$ cat src/rtl/usb_cdc_tx_arbiter_if.sv
// Requester-side byte streams and tx FIFO write port shared by the USB CDC tx arbiter.
interface usb_cdc_tx_arbiter_if #(
    parameter int unsigned NREQ = 2,
    parameter int unsigned DW   = 8
);
    logic [NREQ-1:0]    req_en;
    logic [NREQ-1:0]    req_valid;
    logic [NREQ*DW-1:0] req_data;
    logic [NREQ-1:0]    req_last;
    logic [NREQ-1:0]    req_ready;
    logic               fifo_wr;
    logic [DW-1:0]      fifo_wdata;
    logic               fifo_full;

    // Environment side: requesters plus the FIFO full flag
    modport master (
        output req_en, req_valid, req_data, req_last, fifo_full,
        input  req_ready, fifo_wr, fifo_wdata
    );

    // Arbiter side
    modport slave (
        input  req_en, req_valid, req_data, req_last, fifo_full,
        output req_ready, fifo_wr, fifo_wdata
    );
endinterface

$ cat src/rtl/usb_cdc_tx_arbiter.sv
// Round-robin arbiter sharing the USB CDC tx FIFO write port between NREQ byte streams;
// a grant lasts for one burst (last flag, length limit, pause or disable).
module usb_cdc_tx_arbiter #(
    parameter int unsigned NREQ      = 2,
    parameter int unsigned DW        = 8,
    parameter int unsigned MAX_BURST = 8,
    parameter int unsigned BCW       = 4
) (
    input  logic                clk,
    input  logic                rst_n,
    usb_cdc_tx_arbiter_if.slave bus,
    output logic [NREQ-1:0]     grant_o,
    output logic                busy_o,
    output logic [BCW-1:0]      burst_cnt_o
);

    localparam int unsigned    IW       = (NREQ > 1) ? $clog2(NREQ) : 1;
    localparam logic [BCW-1:0] LAST_CNT = BCW'(MAX_BURST - 1);

    typedef enum logic {IDLE, GRANT} state_t;

    state_t          state_q, state_d;
    logic [NREQ-1:0] grant_q, grant_d;
    logic [IW-1:0]   ptr_q, ptr_d;
    logic [BCW-1:0]  cnt_q, cnt_d;
    logic            busy_q;

    logic [NREQ-1:0] elig;
    logic [IW-1:0]   pick;
    logic            sel_valid, sel_last, sel_en;
    logic [DW-1:0]   sel_data;
    logic            xfer;

    // ptr_q doubles as the granted index while in GRANT
    always_comb begin : sel_mux
        sel_valid = 1'b0;
        sel_last  = 1'b0;
        sel_en    = 1'b0;
        sel_data  = '0;
        for (int i = 0; i < int'(NREQ); i++) begin
            if (ptr_q == IW'(i)) begin
                sel_valid = bus.req_valid[i];
                sel_last  = bus.req_last[i];
                sel_en    = bus.req_en[i];
                sel_data  = bus.req_data[i*DW +: DW];
            end
        end
    end

    // First eligible index after ptr_q, wrapping; the k=1 candidate is applied last and wins
    always_comb begin : rr_pick
        elig = bus.req_en & bus.req_valid;
        pick = ptr_q;
        for (int k = int'(NREQ); k >= 1; k--) begin
            for (int i = 0; i < int'(NREQ); i++) begin
                if (elig[i] && (i == (int'(ptr_q) + k) % int'(NREQ))) begin
                    pick = IW'(i);
                end
            end
        end
    end

    always_comb begin : fsm_next
        state_d        = state_q;
        grant_d        = grant_q;
        ptr_d          = ptr_q;
        cnt_d          = cnt_q;
        xfer           = 1'b0;
        bus.req_ready  = '0;
        bus.fifo_wr    = 1'b0;
        bus.fifo_wdata = '0;
        case (state_q)
            IDLE: begin
                if (|elig) begin
                    state_d = GRANT;
                    grant_d = NREQ'(1) << pick;
                    ptr_d   = pick;
                    cnt_d   = '0;
                end
            end
            GRANT: begin
                xfer           = sel_valid & ~bus.fifo_full;
                bus.req_ready  = grant_q & {NREQ{~bus.fifo_full}};
                bus.fifo_wr    = xfer;
                bus.fifo_wdata = sel_data;
                if (xfer) begin
                    cnt_d = cnt_q + BCW'(1);
                end
                // Backpressure alone never releases: a stalled valid keeps the grant
                if ((xfer & (sel_last | (cnt_q == LAST_CNT))) | ~sel_valid | ~sel_en) begin
                    state_d = IDLE;
                    grant_d = '0;
                    cnt_d   = '0;
                end
            end
            default: state_d = IDLE;
        endcase
    end

    always_ff @(posedge clk or negedge rst_n) begin : fsm_reg
        if (!rst_n) begin
            state_q <= IDLE;
            grant_q <= '0;
            ptr_q   <= IW'(NREQ - 1);
            cnt_q   <= '0;
            busy_q  <= 1'b0;
        end else begin
            state_q <= state_d;
            grant_q <= grant_d;
            ptr_q   <= ptr_d;
            cnt_q   <= cnt_d;
            busy_q  <= (state_d == GRANT);
        end
    end

    assign grant_o     = grant_q;
    assign busy_o      = busy_q;
    assign burst_cnt_o = cnt_q;

endmodule

$ cat src/flat_wrapper.sv
// flat-port wrapper written by rule: the top's interface ports become plain ports
module usb_cdc_tx_arbiter_flat 
#(
    parameter int unsigned NREQ      = 2,
    parameter int unsigned DW        = 8,
    parameter int unsigned MAX_BURST = 8,
    parameter int unsigned BCW       = 4
)
  (clk, rst_n, grant_o, busy_o, burst_cnt_o, bus_req_en, bus_req_valid, bus_req_data, bus_req_last, bus_fifo_full, bus_req_ready, bus_fifo_wr, bus_fifo_wdata);
  usb_cdc_tx_arbiter_if #(.NREQ(NREQ), .DW(DW)) bus_i ();
  input  logic clk;
  input  logic rst_n;
  output logic [NREQ-1:0] grant_o;
  output logic busy_o;
  output logic [BCW-1:0] burst_cnt_o;
  input wire logic [$bits(bus_i.req_en)-1:0] bus_req_en;
  input wire logic [$bits(bus_i.req_valid)-1:0] bus_req_valid;
  input wire logic [$bits(bus_i.req_data)-1:0] bus_req_data;
  input wire logic [$bits(bus_i.req_last)-1:0] bus_req_last;
  input wire logic [$bits(bus_i.fifo_full)-1:0] bus_fifo_full;
  output wire logic [$bits(bus_i.req_ready)-1:0] bus_req_ready;
  output wire logic [$bits(bus_i.fifo_wr)-1:0] bus_fifo_wr;
  output wire logic [$bits(bus_i.fifo_wdata)-1:0] bus_fifo_wdata;
  assign bus_i.req_en = bus_req_en;
  assign bus_i.req_valid = bus_req_valid;
  assign bus_i.req_data = bus_req_data;
  assign bus_i.req_last = bus_req_last;
  assign bus_i.fifo_full = bus_fifo_full;
  assign bus_req_ready = bus_i.req_ready;
  assign bus_fifo_wr = bus_i.fifo_wr;
  assign bus_fifo_wdata = bus_i.fifo_wdata;
  usb_cdc_tx_arbiter #(.NREQ(NREQ), .DW(DW), .MAX_BURST(MAX_BURST), .BCW(BCW)) u_core (.clk(clk), .rst_n(rst_n), .bus(bus_i), .grant_o(grant_o), .busy_o(busy_o), .burst_cnt_o(burst_cnt_o));
endmodule
$ cat config.mk
export PLATFORM = sky130hd
export DESIGN_NAME = usb_cdc_tx_arbiter_flat
export DESIGN_NICKNAME = d
export VERILOG_FILES = /design/src/rtl/usb_cdc_tx_arbiter_if.sv /design/src/rtl/usb_cdc_tx_arbiter.sv /design/src/flat_wrapper.sv
export SDC_FILE = /design/constraint.sdc
export NUM_CORES = 1
export LEC_CHECK = 0
export BUFFER_PORTS_ARGS = -buffer_cell sky130_fd_sc_hd__clkbuf_2
export CAP_MARGIN = 20
export CORE_UTILIZATION = 40
export DETAILED_ROUTE_END_ITERATION = 12
export PLACE_DENSITY = 0.8
export SLEW_MARGIN = 40
export SYNTH_ARGS = -nofsm -noshare
export SYNTH_HDL_FRONTEND = slang
export SYNTH_SLANG_ARGS = --single-unit
$ cat constraint.sdc
create_clock -name clk -period 2.35 [get_ports clk]
set_clock_uncertainty 0.2 [all_clocks]
set_input_delay 0.1175 -clock clk [delete_from_list [all_inputs] [get_ports clk]]
set_output_delay 0.1175 -clock clk [all_outputs]
set_load 0.03 [all_outputs]
Word-level counts from Yosys, hierarchy flattened --
Cells that the tools add are included.
Storage, ports and cells: word-level logic and storage cells 58, input port bits 25, output and inout bits 18, bits in registers 8
Cells by class: add/sub/neg operators 3, bitwise gates (word level) 13, equality and inequality tests 6, shift-type cells 1, reductions and logical operators 10, multiplexer cells 21
Operator list (count):
- logical NOT 32 bit | 2
- 2-to-1 mux 8 bit | 2
- 2-to-1 mux 4 bit | 3
- 2-to-1 mux 1 bit | 10
- one-hot mux 4 bit (2 select lines) | 1
- 2-to-1 mux 2 bit | 3
- AND reduction 2 bit | 3
- adder 4 x 1 -> 4 bit, second input constant | 1
- AND 2 bit | 2
- equality test 2 bit, first input constant | 2
- equality test 4 x 3 -> 1 bit, second input constant | 1
- logical AND 1 bit | 4
- NOT 1 bit | 4
- one-hot mux 2 bit (2 select lines) | 1
- inequality test 3 bit, second input constant | 1
- bitwise OR 1 bit | 3
- adder 1 bit, second input constant | 2
- AND 1 bit | 2
- AND 1 bit, first input constant | 2
- inequality test 2 x 1 -> 1 bit, second input constant | 1
- inequality test 2 bit, second input constant | 1
- one-hot mux 1 bit (2 select lines) | 1
- OR reduction 2 bit | 1
- << shifter 1 x 1 -> 2 bit, first input constant | 1

Depth between registers and ports, before layout --
depth in word-level cells 11, gate-level depth with buffers 6

Worst setup path after synthesis --
No wires, ideal clock.
path type reg2reg, start point register u_core.ptr_q, end point register u_core.cnt_q[0] (netlist: u_core.burst_cnt_o[0]), required time 2025 ps, slack 510 ps, library setup time 125 ps, period minus slack after synthesis 1840 ps, data arrival time 1515 ps, stages on the path, launching flop included 7, path buffers 1, path through dfstp_2 -> buf_6 -> mux2_4 -> nand2_4 -> inv_2 -> and3_4 -> mux2_2
Between the ends: longest elaborated chain between the ends 7, elaborated cells between the ends (all ways) 14
Ends and longest elaborated chain:
- start: declaration | RTL line usb_cdc_tx_arbiter.sv:24 | logic [IW-1:0] ptr_q, ptr_d;
- start signal: assignment | RTL line usb_cdc_tx_arbiter.sv:104 | ptr_q <= IW'(NREQ - 1);
- start signal: assignment | RTL line usb_cdc_tx_arbiter.sv:110 | ptr_q <= ptr_d;
- 2-to-1 mux 1 bit | RTL line usb_cdc_tx_arbiter.sv:41 | if (ptr_q == IW'(i)) begin
- AND 1 bit / bitwise OR 1 bit (equally long branches) | RTL line usb_cdc_tx_arbiter.sv:82, usb_cdc_tx_arbiter.sv:90
- AND 1 bit | RTL line usb_cdc_tx_arbiter.sv:90 | if ((xfer & (sel_last | (cnt_q == LAST_CNT))) | ~sel_valid | ~sel_en) begin
- bitwise OR 1 bit (2 in series) | RTL line usb_cdc_tx_arbiter.sv:90
- 2-to-1 mux 4 bit / inequality test 3 bit (equally long branches)
- one-hot mux 4 bit (2 select lines) / AND reduction 2 bit (equally long branches)
- end signal: assignment | RTL line usb_cdc_tx_arbiter.sv:111 | cnt_q <= cnt_d;
- end: declaration | RTL line usb_cdc_tx_arbiter.sv:25 | logic [BCW-1:0] cnt_q, cnt_d;
Parallel ways exist; a longest one is shown, timed or not. A chain may end at the register's enable or synchronous reset.

Worst setup path after layout --
start point register u_core.state_q, end point output port bus_fifo_wr
Between the ends: longest elaborated chain between the ends 1
Ends and longest elaborated chain:
- start: declaration | RTL line usb_cdc_tx_arbiter.sv:22 | state_t state_q, state_d;
- start signal: assignment | RTL line usb_cdc_tx_arbiter.sv:108 | state_q <= state_d;
- 2-to-1 mux 1 bit | RTL line usb_cdc_tx_arbiter.sv:72 | case (state_q)
- end: declaration | RTL line flat_wrapper.sv:22 | output wire logic [$bits(bus_i.fifo_wr)-1:0] bus_fifo_wr;
Every way passes these cells.

==> flow_metrics.tcl <==
set metrics [dict create \
    async_flop_share_pct 100 \
    nets 148 \
    crit_family "flip-flops" \
    layoutNonFillerInstCount 137 \
    hold_violations 0 \
    setup_violations 0 \
    min_period_ns 1.92 \
    rsz0062_at_grt "no" \
    cts_hold_buf 3 \
    hold_class "in2reg" \
    drtIter0Drc 22 \
    cellPowerDensity_nw_per_um2 725 \
    required_ns 2.03 \
    period_share_pct 81.9 \
    grt-ovfl-total 0 \
    cts_inserted_buffers 3 \
    cts_sinks 8 \
    total_power_uw 693 \
    clkTransAtPathRegs_ns 0.06 \
    grt_pass1_wl_mm 2.68 \
    cts_buffer_depth 2 \
    post_drt_wl_per_cell_um 12.0 \
    drc_errors 8 \
    ir_drop_mv 0.436 \
    syn_nets 101 \
    yosys_warnings 0 \
    rows 14 \
    postLayoutSetupSlackWorst_ns 0.425 \
    die_h_um 43.4 \
    syn_area_per_cell_um2 9.16 \
    regToRegSetupSlack_ns 0.45 \
    htree_levels 1 \
    layout-drive-gt1-share_pct 44.6 \
    cp.buffers_inverters 2 \
    syn_to_final_growth_pct 39.2 \
    core-area_um2 1560 \
    fillers 129 \
    netlist_area_um2 687 \
    io_buffers 42 \
    cp-startpoint "u_core.state_q" \
    cpPeakStageDelay_ns 0.65 \
    ys_ff_latch 8 \
    cp-start-kind "flop" \
    crit_cells 4 \
    stdcell_area_um2 956 \
    dr.pass1.iters 8 \
    avgViaCountPerCell 5.26 \
    place_ws_ns 0.454 \
    arrival_ns 1.61 \
    dpl_cell_area_um2 900 \
    finalMaxSlewViolations 0 \
    clkLatencyLatePin_ns 0.26 \
    mostFrequentLayoutCells "clkbuf_2 (42), nor2b_1 (10), mux2i_1 (9)" \
    worstMarginPinSlew_ns 0.503 \
    crit_path_end_kind "output port" \
    antenna_cells 0 \
    slew_headroom_pct 66.5 \
    wl_mm 1.64 \
    cp_slowest_cell "dfrtp_1" \
    worstSetupPathType "reg2out" \
    grt_pass1_vias 682 \
    synthCells 75 \
    final_util_pct 61.3 \
    final.setup.tns_ns 0 \
    status "finished with violations" \
    grt_max_degree 20 \
    mostFrequentLayoutCell "clkbuf_2" \
    gp_congestion 0.855 \
    cap_violations 0 \
    holdWs_ns 0.0280 \
    antenna_found_initial 0 \
    pin_count 43 \
    synth.distinct_cells 34 \
    num_vias 720 \
    cts_root_buf "clkbuf_4" \
    synth_edf_count 0 \
    violations "design-rule violations" \
    r2r_end "u_core.burst_cnt_o[0]" \
    ant_nets 0 \
    die_w_um 43.4 \
    track_usage_pct 19.1 \
    timing.critical_path.to "bus_fifo_wr" \
    fmax_mhz 519 \
    power_leakage_nw 0.513 \
    ys.flop_type "dfrtp_1" \
    dieArea_um2 1890 \
    reg2reg_depth 5 \
    cts_setup_buffers 0 \
    hpwl_mm 1.29 \
    cp_cell_sequence "nor2b_1 -> nand2_4 -> inv_2 -> clkbuf_2" \
    timing.rr.start "u_core.ptr_q" \
    ys_seq_area_share_pct 29.3 \
    cts_tree "yes" \
    cp_max_fo 19 \
    cts_resized 0 \
    placed_cells 130 \
    start_util_pct 44.1 \
]
worst min-delay path by stage:
stage	to	from	depth (start not counted)	slack, ns
3_5_place_dp	u_core.burst_cnt_o[2]	rst_n	1	-0.22
2_1_floorplan	u_core.burst_cnt_o[0]	rst_n	0	-0.38
6_report	u_core.grant_o[1]	bus_req_en[0]	3	0.03
4_1_cts	u_core.grant_o[1]	bus_req_en[0]	3	0.02
3_3_place_gp	u_core.burst_cnt_o[3]	rst_n	1	-0.23
5_1_grt	u_core.grant_o[1]	bus_req_en[0]	3	0.04
report_power, final:
| group | internal [mW] | switching, mW |
|---|---|---|
| registers | 0.163 | 0.0310 |
| clock network | 0.0654 | 0.0537 |
| logic | 0.159 | 0.221 |
state kept, by name, summed over array words and instances, names as in the netlist:
name / count
u_core.burst_cnt_o: 4
u_core.state_q: 1
u_core.grant_o: 2
u_core.ptr_q: 1
cell type report:
| class | count | area [um2] | area share, % |
|---|---|---|---|
| inverters | 4 | 15.0 | 1.57 |
| repair buffers | 46 | 248 | 25.9 |
| well taps | 16 | 20.0 | 2.09 |
| clock buffers | 4 | 26.3 | 2.75 |
| multi-input cells | 59 | 445 | 46.6 |
| flip-flops and latches | 8 | 201 | 21.1 |
cell usage after synthesis (2+ instances only):
cell | number | area share (%)
nor2_1 | 3 | 1.6
nand2_1 | 5 | 2.7
a21o_1 | 3 | 3.3
buf_2 | 2 | 1.5
o21ai_1 | 2 | 1.5
nor2b_1 | 10 | 9.1
o221ai_1 | 3 | 3.8
mux2i_1 | 9 | 13
dfrtp_1 | 7 | 26
and2_1 | 2 | 1.8
inv_1 | 3 | 1.6
o31ai_1 | 2 | 2.2
nand2b_1 | 3 | 2.7
per-layer routing:
metal  global-route usage, %  wire length [um]  share of wire (%)  vias to the layer above
met5                       0                 0                  0                        -
met4                    6.88                17                1.0                        0
met3                    4.17               117                7.1                        2
met2                    37.0               825                 50                       41
met1                    19.9               684                 42                      314
li1                        -                 -                  -                      363
worst reg2reg max path, stage by stage, from the launching register on:
cell,delay [ns]
dfstp_2,0.56
buf_4,0.22
nand2b_1,0.15
o22ai_2,0.14
o221a_1,0.26
mux2_2,0.26
logic make-up (layout without fill, tap and decap cells):
logic type,after synthesis,count (layout),share of synthesized area (%)
compound gates,18,18,20.8
buf+inv,8,54,5.83
flops,8,8,29.3
mux,11,11,16.9
simple gates,29,29,25.3
fa+ha+maj,1,1,1.82
(Power assumes the default switching activity.)
